<file path="config.mk">
export PLATFORM = sky130hd
export DESIGN_NAME = sram_xbar_n
export DESIGN_NICKNAME = d
export VERILOG_FILES = /design/src/rtl/sram_xbar_pkg.sv /design/src/rtl/sram_xbar_sel_pipe.sv /design/src/rtl/sram_xbar_n.sv
export SDC_FILE = /design/constraint.sdc
export NUM_CORES = 1
export LEC_CHECK = 0
export CELL_PAD_IN_SITES_DETAIL_PLACEMENT = 0
export CELL_PAD_IN_SITES_GLOBAL_PLACEMENT = 1
export CORE_AREA = 2 2 418 420
export DETAILED_ROUTE_END_ITERATION = 10
export DIE_AREA = 0 0 420 422
export GPL_TIMING_DRIVEN = 0
export PLACE_DENSITY_LB_ADDON = 0.1
export SLEW_MARGIN = 20
export SYNTH_ARGS = -nofsm -noshare
export SYNTH_HDL_FRONTEND = slang
export SYNTH_SLANG_ARGS = --single-unit
</file>
<file path="constraint.sdc">
create_clock -name clk -period 1.8 [get_ports clk]
set_input_delay 0.27 -clock clk [delete_from_list [all_inputs] [get_ports clk]]
set_output_delay 0.27 -clock clk [all_outputs]
set_load 0.01 [all_outputs]
</file>
<file path="src/rtl/sram_xbar_pkg.sv">
// sram_xbar_pkg: shared types and the base/mask decode helper for the sram_xbar_n router.
package sram_xbar_pkg;
    localparam int MAX_SLAVES = 16;
    localparam int MAX_ADDR_W = 64;
    typedef struct packed {
        logic       valid;
        logic       hit;
        logic [3:0] idx;
    } sel_stage_t;
    function automatic sel_stage_t slave_decode(
        input logic [MAX_ADDR_W-1:0]            addr,
        input logic [MAX_SLAVES*MAX_ADDR_W-1:0] base,
        input logic [MAX_SLAVES*MAX_ADDR_W-1:0] mask,
        input int                               num
    );
        sel_stage_t s;
        s = '0;
        // Scan downwards so the lowest matching index is the one left standing.
        for (int i = MAX_SLAVES - 1; i >= 0; i--)
            if (i < num && (addr & mask[i*MAX_ADDR_W +: MAX_ADDR_W]) == base[i*MAX_ADDR_W +: MAX_ADDR_W]) begin
                s.hit = 1'b1;
                s.idx = 4'(i);
            end
        return s;
    endfunction
endpackage

</file>
<file path="src/rtl/sram_xbar_sel_pipe.sv">
// sram_xbar_sel_pipe: DEPTH-stage shift register that carries per-access state until its read data matures.
module sram_xbar_sel_pipe import sram_xbar_pkg::*; #(
    parameter int  DEPTH = 1,
    parameter type T     = sel_stage_t
) (
    input  logic clk,
    input  logic rst,
    input  T     d_i,
    output T     q_o
);
    T stage_q [DEPTH];
    always_ff @(posedge clk) begin
        if (rst) begin
            for (int i = 0; i < DEPTH; i++) stage_q[i] <= '0;
        end else begin
            stage_q[0] <= d_i;
            for (int i = 1; i < DEPTH; i++) stage_q[i] <= stage_q[i-1];
        end
    end
    assign q_o = stage_q[DEPTH-1];
endmodule

</file>
<file path="src/rtl/sram_xbar_n.sv">
// sram_xbar_n: one-master to NUM_SLAVES SRAM-bus router with base/mask decode and pipelined read select.
// Define SRAM_XBAR_ERR_CAPTURE_EN to build the unmapped-access capture registers (err_addr/err_we/err_count).
module sram_xbar_n import sram_xbar_pkg::*; #(
    parameter int                             LEN_ADDR      = 64,
    parameter int                             LEN_DATA      = 64,
    parameter int                             NUM_SLAVES    = 4,
    parameter logic [NUM_SLAVES*LEN_ADDR-1:0] SLAVE_BASE    = '0,
    parameter logic [NUM_SLAVES*LEN_ADDR-1:0] SLAVE_MASK    = '0,
    parameter int                             RD_LATENCY    = 1,
    parameter logic [LEN_DATA-1:0]            DEFAULT_RDATA = LEN_DATA'(32'hDEADBEEF)
) (
    input  logic                               clk,
    input  logic                               rst,
    input  logic [LEN_ADDR-1:0]                master_addra,
    input  logic [LEN_DATA-1:0]                master_dina,
    output logic [LEN_DATA-1:0]                master_douta,
    input  logic                               master_ena,
    input  logic [LEN_DATA/8-1:0]              master_wea,
    output logic [NUM_SLAVES*LEN_ADDR-1:0]     slave_addra,
    output logic [NUM_SLAVES*LEN_DATA-1:0]     slave_dina,
    input  logic [NUM_SLAVES*LEN_DATA-1:0]     slave_douta,
    output logic [NUM_SLAVES-1:0]              slave_ena,
    output logic [NUM_SLAVES*LEN_DATA/8-1:0]   slave_wea,
    output logic                               err_pulse,
    input  logic                               err_clr,
    output logic [LEN_ADDR-1:0]                err_addr,
    output logic                               err_we,
    output logic [7:0]                         err_count
);
    localparam int LEN_BE = LEN_DATA / 8;
    function automatic logic [MAX_SLAVES*MAX_ADDR_W-1:0] widen(input logic [NUM_SLAVES*LEN_ADDR-1:0] v);
        widen = '0;
        for (int i = 0; i < NUM_SLAVES; i++)
            widen[i*MAX_ADDR_W +: MAX_ADDR_W] = MAX_ADDR_W'(v[i*LEN_ADDR +: LEN_ADDR]);
    endfunction
    localparam logic [MAX_SLAVES*MAX_ADDR_W-1:0] BASE_W = widen(SLAVE_BASE);
    localparam logic [MAX_SLAVES*MAX_ADDR_W-1:0] MASK_W = widen(SLAVE_MASK);

    sel_stage_t              stage_d, last, resp_q, resp_d;
    logic [NUM_SLAVES-1:0]   sel;

    always_comb begin
        stage_d       = slave_decode(MAX_ADDR_W'(master_addra), BASE_W, MASK_W, NUM_SLAVES);
        stage_d.valid = master_ena;
    end

    assign slave_addra = {NUM_SLAVES{master_addra}};
    assign slave_dina  = {NUM_SLAVES{master_dina}};
    assign slave_ena   = {NUM_SLAVES{master_ena}} & sel;
    for (genvar i = 0; i < NUM_SLAVES; i++) begin : g_slv
        assign sel[i]                         = stage_d.hit && stage_d.idx == 4'(i);
        assign slave_wea[i*LEN_BE +: LEN_BE] = sel[i] ? master_wea : '0;
    end

    sram_xbar_sel_pipe #(.DEPTH(RD_LATENCY), .T(sel_stage_t)) u_sel_pipe (
        .clk (clk),
        .rst (rst),
        .d_i (stage_d),
        .q_o (last)
    );

    // A maturing access steers douta this cycle; otherwise douta keeps following the last slave.
    assign resp_d = last.valid ? last : resp_q;
    always_ff @(posedge clk) begin
        if (rst) resp_q <= '0;
        else     resp_q <= resp_d;
    end
    assign master_douta = !resp_d.valid ? '0 :
                          resp_d.hit    ? slave_douta[int'(resp_d.idx)*LEN_DATA +: LEN_DATA] : DEFAULT_RDATA;
    assign err_pulse    = last.valid & ~last.hit & ~rst;

`ifdef SRAM_XBAR_ERR_CAPTURE_EN
    logic [LEN_ADDR:0]   cap_last;
    logic [LEN_ADDR-1:0] err_addr_q, err_addr_d;
    logic                err_we_q, err_we_d;
    logic [7:0]          err_count_q, err_count_d;

    sram_xbar_sel_pipe #(.DEPTH(RD_LATENCY), .T(logic [LEN_ADDR:0])) u_cap_pipe (
        .clk (clk),
        .rst (rst),
        .d_i ({|master_wea, master_addra}),
        .q_o (cap_last)
    );

    // A zero count means nothing is captured yet, so a clear and a new error together re-arm and capture.
    always_comb begin
        err_count_d             = err_clr ? 8'd0 : err_count_q;
        {err_we_d, err_addr_d}  = err_clr ? '0 : {err_we_q, err_addr_q};
        if (err_pulse && err_count_d == 8'd0) {err_we_d, err_addr_d} = cap_last;
        if (err_pulse && err_count_d != 8'hFF) err_count_d = err_count_d + 8'd1;
    end
    always_ff @(posedge clk) begin
        if (rst) begin
            err_addr_q  <= '0;
            err_we_q    <= 1'b0;
            err_count_q <= '0;
        end else begin
            err_addr_q  <= err_addr_d;
            err_we_q    <= err_we_d;
            err_count_q <= err_count_d;
        end
    end
    assign err_addr  = err_addr_q;
    assign err_we    = err_we_q;
    assign err_count = err_count_q;
`else
    logic unused_err_clr;
    assign unused_err_clr = err_clr;
    assign err_addr       = '0;
    assign err_we         = 1'b0;
    assign err_count      = '0;
`endif
endmodule

</file>
==> run metrics <==
clk buf depth 2; Routed Antenna Nets 0; CTS tree yes; Worst Setup SP u_sel_pipe.stage_q[0][1]$_SDFF_PP0_; most frequent cells in the layout clkdlybuf4s50_1, buf_4, conb_1, buf_6, a211oi_2; Synth Warn # 0; Worst EP arrival 1980 ps; clock sinks 8; max frequency 445 MHz; Synth Area in Compound Gates 16.6%; Setup Viol. Count Final 65; Vias/cell 2.26; nets 2422; Worst Max-Slew Pin Slew 637 ps; commonest non-fill, non-tap cell in the layout clkdlybuf4s50_1; DRC viols 0; setup_tns -18770 ps; clk_lat worst skew 240 ps; area share of fa/ha/maj cells after synthesis 0%; Hold Crit Depth 2; hold wc startpoint resp_q[5]$_SDFF_PP0_; Area Overhead vs Synth 174%; die area 0.177 mm^2; family with the most delay on the worst path compound AO/OA/AOI/OAI gates; Rel. slew slack 57.5%; largest net degree at the start of global routing 11; layout cells sized above 1 46.9%; Mapped Cells 1033; final period utilization 125%; status finished with violations; Synth cell types 29; pre-CTS setup slack -1660 ps; Die X 420 um; reg2reg setup slack 430 ps; drt wl/cell 18.6 um; initial antenna violation count 44; Ports 1082; critical path, cell by cell nand2b_4 -> o41a_4 -> buf_12 -> buf_12 -> a211oi_4 -> buf_6; Worst Skew 2.59 ps; GPL Wtd Cong 0.738; sequential-to-total area share from yosys stat 2.03%; Max Transition Viols Final 0; Startpoint Class flip-flop; Clock transition at path regs 40 ps; Yosys reg bits 8; WL final 81000 um; vias in the first global route 9980; hpwl dp 72100 um; most frequent CP cell buf_12; clk root buf clkbuf_16; first-pass GRT wire length 101000 um; Num CTS Buffers 3; RSZ-0062 raised after global routing true; Hold Fails Final Rpt 0; Buffers on Ports 843; WP data required 1530 ps; Initial DRT Pass Iterations 4; total track usage 8.54%; Post-Synth XOR/XNOR Area 0%; # rows 153; Pwr Density 226 mW/mm^2; Core Box Area 0.173 mm^2; Vias 9834; final worst slack -446 ps; Die H 422 um; area share of and/or/nand/nor cells after synthesis 9.58%; slowest stage delay, CP 380 ps; global route overflow 0; H-tree Lvls 1; synthesized area 0.00789 mm^2; worst hold path endpoint resp_q[5]$_SDFF_PP0_; CTS Hold Buffers Added 0; Critical R2R Capture resp_q[0]$_SDFF_PP0_; Worst Path Max Fanout 10; crit path kind flip-flop to output port; Peak VDD IR 0.000173 V; failing checks negative setup slack; Lkg Pwr 8.63 nW; reg2reg start u_sel_pipe.stage_q[0][1]$_SDFF_PP0_; Crit path buffers/inverters 3; slowest CP cell dfxtp_4; post-synthesis mux area share 8.50%; Initial Util 4.56%; DRT iter0 DRCs 226; min cycle time layout 2250 ps; cell count of the worst reg-to-reg path 5; Mean Syn Cell Area 7.64 um^2; max_cap viols 0; Min-Delay Path Class flip-flop to flip-flop; main combinational cell family by area after synthesis buffers and inverters; Critical Path End Type output port
==> repair_timing <==
action                                 in CTS  in global routing
endpoints found under the hold margin       0                  0
gates resized for setup                   626                 99
buffers inserted                           28                 18
gates cloned                                9                  1
pin swaps                                  45                 52
setup endpoints to repair                  69                 65
==> flip-flops by register name, summed over array words and instances (netlist names) <==
signal and flops:
resp_q 6, u_sel_pipe.stage_q 2
==> area by class of cell <==
cell class | count | area, um^2
diodes | 7 | 17.5
plain buffers | 673 | 5420
clock buffers | 3 | 75.1
fillers | 19796 | 151000
inverters | 2 | 7.51
multi-input cells | 446 | 3990
flip-flops and latches | 8 | 169
well taps | 2325 | 2910
repair buffers | 892 | 9070
==> cells in the mapped netlist (all sizes together) <==
master,count,area share [%]
o41a,1,0.14
mux2,24,3.4
a31oi,24,1.9
clkbuf,18,0.86
o22ai,24,1.9
nor2,3,0.14
and2,1,0.079
inv,2,0.095
mux2i,40,5.1
a211oi,80,10
nand2,25,1.2
nor3b,3,0.29
conb,1,0.048
buf,658,62
nand2b,26,2.1
nor2b,43,3.4
and2b,1,0.095
a21oi,2,0.13
o21ai,1,0.063
a21o,24,2.3
dfxtp,8,2.0
nand3b,24,2.3
==> cell families (layout without fill, tap and decap cells) <==
logic type | Yosys count | in the layout
multiplexers | 64 | 64
AO/OA/AOI/OAI | 156 | 156
other | 1 | 107
flip-flops | 8 | 8
buffers and inverters | 678 | 1570
AND/OR/NAND/NOR | 126 | 126
==> through the flow <==
step	cells	cell area (um^2)	hold slack (ps)	total power, mW	utilization [%]
final	4356	21700	495	4.88	12.5
after global routing	4354	21700	525	5.18	12.5
after CTS	4340	21200	505	4.88	12.2
after detailed placement	4300	19600	486	4.30	11.3
after global placement	4300	19600	486	4.33	11.3
after floorplan	1132	8260	398	1.97	-
==> layer usage <==
layer	GRT usage (%)	part of all wire [%]
met1	8.02	32
met2	18.3	60
met3	2.17	7.0
met4	1.01	1.0
met5	0	0.27
==> power breakdown <==
part           internal (mW)  leakage [nW]  switching [mW]  total (mW)
Sequential             0.181        0.0671         0.00891       0.190
Combinational           2.77          8.53            1.54        4.30
Clock                  0.288        0.0370           0.101       0.389
==> how the worst max path moves through the flow <==
stage	end	depth (start not counted)	slack, ps
after floorplan	master_douta[14]	6	260
after global placement	master_douta[43]	6	-1670
after detailed placement	master_douta[43]	6	-1660
after CTS	master_douta[43]	6	-490
after global routing	master_douta[43]	6	-490
final	master_douta[43]	6	-450
==> worst min-delay path, delay by kind of cell (launching register included) <==
family | cells | cell delay, ps
flops | 1 | 330
simple gates | 2 | 120
No activity file was read; power rests on OpenSTA's default activity.
==> patch (same flow settings) <==
Build with the macro `SRAM_XBAR_ERR_CAPTURE_EN` defined.
--- a/src/rtl/sram_xbar_n.sv
+++ b/src/rtl/sram_xbar_n.sv
@@ -2,2 +2,4 @@
 // Define SRAM_XBAR_ERR_CAPTURE_EN to build the unmapped-access capture registers (err_addr/err_we/err_count).
+`define SRAM_XBAR_ERR_CAPTURE_EN
+
 module sram_xbar_n import sram_xbar_pkg::*; #(
Behaviour: no difference found for any inputs over 10 cycles, from zero or initial values and one cycle with rst high; that may be too few to reach the edited logic, so the function may still have changed.
==> patch against the original RTL <==
The run still ends with negative setup slack left. Wire length grew 5.8%. Clock skew grew 0.016 ns. Power grew 140%. Area after synthesis grew 42%. Sequential share of layout area grew 10 points. Sequential cell count grew 138. Cell area grew 22%. Setup slack lost 0.25 ns. Highest routed layer unchanged. Largest power group unchanged.
==> patch: results <==
export IMPL_ir_drop_mv=0.561
export IMPL_placed_cells=4661
export IMPL_synth_xor_xnor_area_share_pct=0.234
export IMPL_failed_checks="negative setup slack"
export IMPL_port_buffers=989
export IMPL_postSynthCellCount=1321
export IMPL_antenna_cells=12
export IMPL_setup_ws_ns=-0.697
export IMPL_buffers_excl_clock=1659
export IMPL_cts_buffers=17
export IMPL_status="finished with violations"
export IMPL_drive_gt1_share_pct=37.0
export IMPL_setup_viol_count_final=121
export IMPL_crit_family="buffers and inverters"
export IMPL_synthAdderAreaFrac_pct=0.223
export IMPL_antenna_found_initial=26
export IMPL_fill_cells=19564
export IMPL_hp_start="master_addra[0]"
export IMPL_gp_congestion=0.761
export IMPL_cts_sinks=146
export IMPL_cts_htree_levels=4
export IMPL_synth_cell_type_count=39
export IMPL_nets=2797
export IMPL_power_density_mw_per_mm2=434
export IMPL_tns_ns=-47.31
-- patch: how the worst max path moves through the flow --
stage | slack (ns) | cells past startpoint | to | from
after floorplan | 0.08 | 6 | master_douta[14] | u_sel_pipe.stage_q[0][1]
after detailed placement | -1.86 | 7 | master_douta[54] | u_sel_pipe.stage_q[0][1]
after CTS | -0.87 | 7 | master_douta[8] | u_sel_pipe.stage_q[0][1]
after global routing | -0.81 | 7 | master_douta[8] | u_sel_pipe.stage_q[0][1]
final | -0.70 | 8 | master_douta[33] | u_sel_pipe.stage_q[0][1]
after global placement | -1.80 | 5 | master_douta[8] | resp_q[0]
-- patch: metal layers --
metal / vias to the layer above / track usage, % / routed length, um
li1: 6078 / - / -
met1: 5761 / 8.12 / 27100
met2: 546 / 19.2 / 50800
met3: 68 / 2.92 / 6460
met4: 10 / 2.15 / 1260
met5: - / 0 / 64
-- patch: repair_timing --
item | CTS | global route
gates cloned | 6 | 8
pin swaps | 32 | 27
resized for setup | 587 | 205
setup endpoints to repair | 338 | 303
buffers inserted | 26 | 11
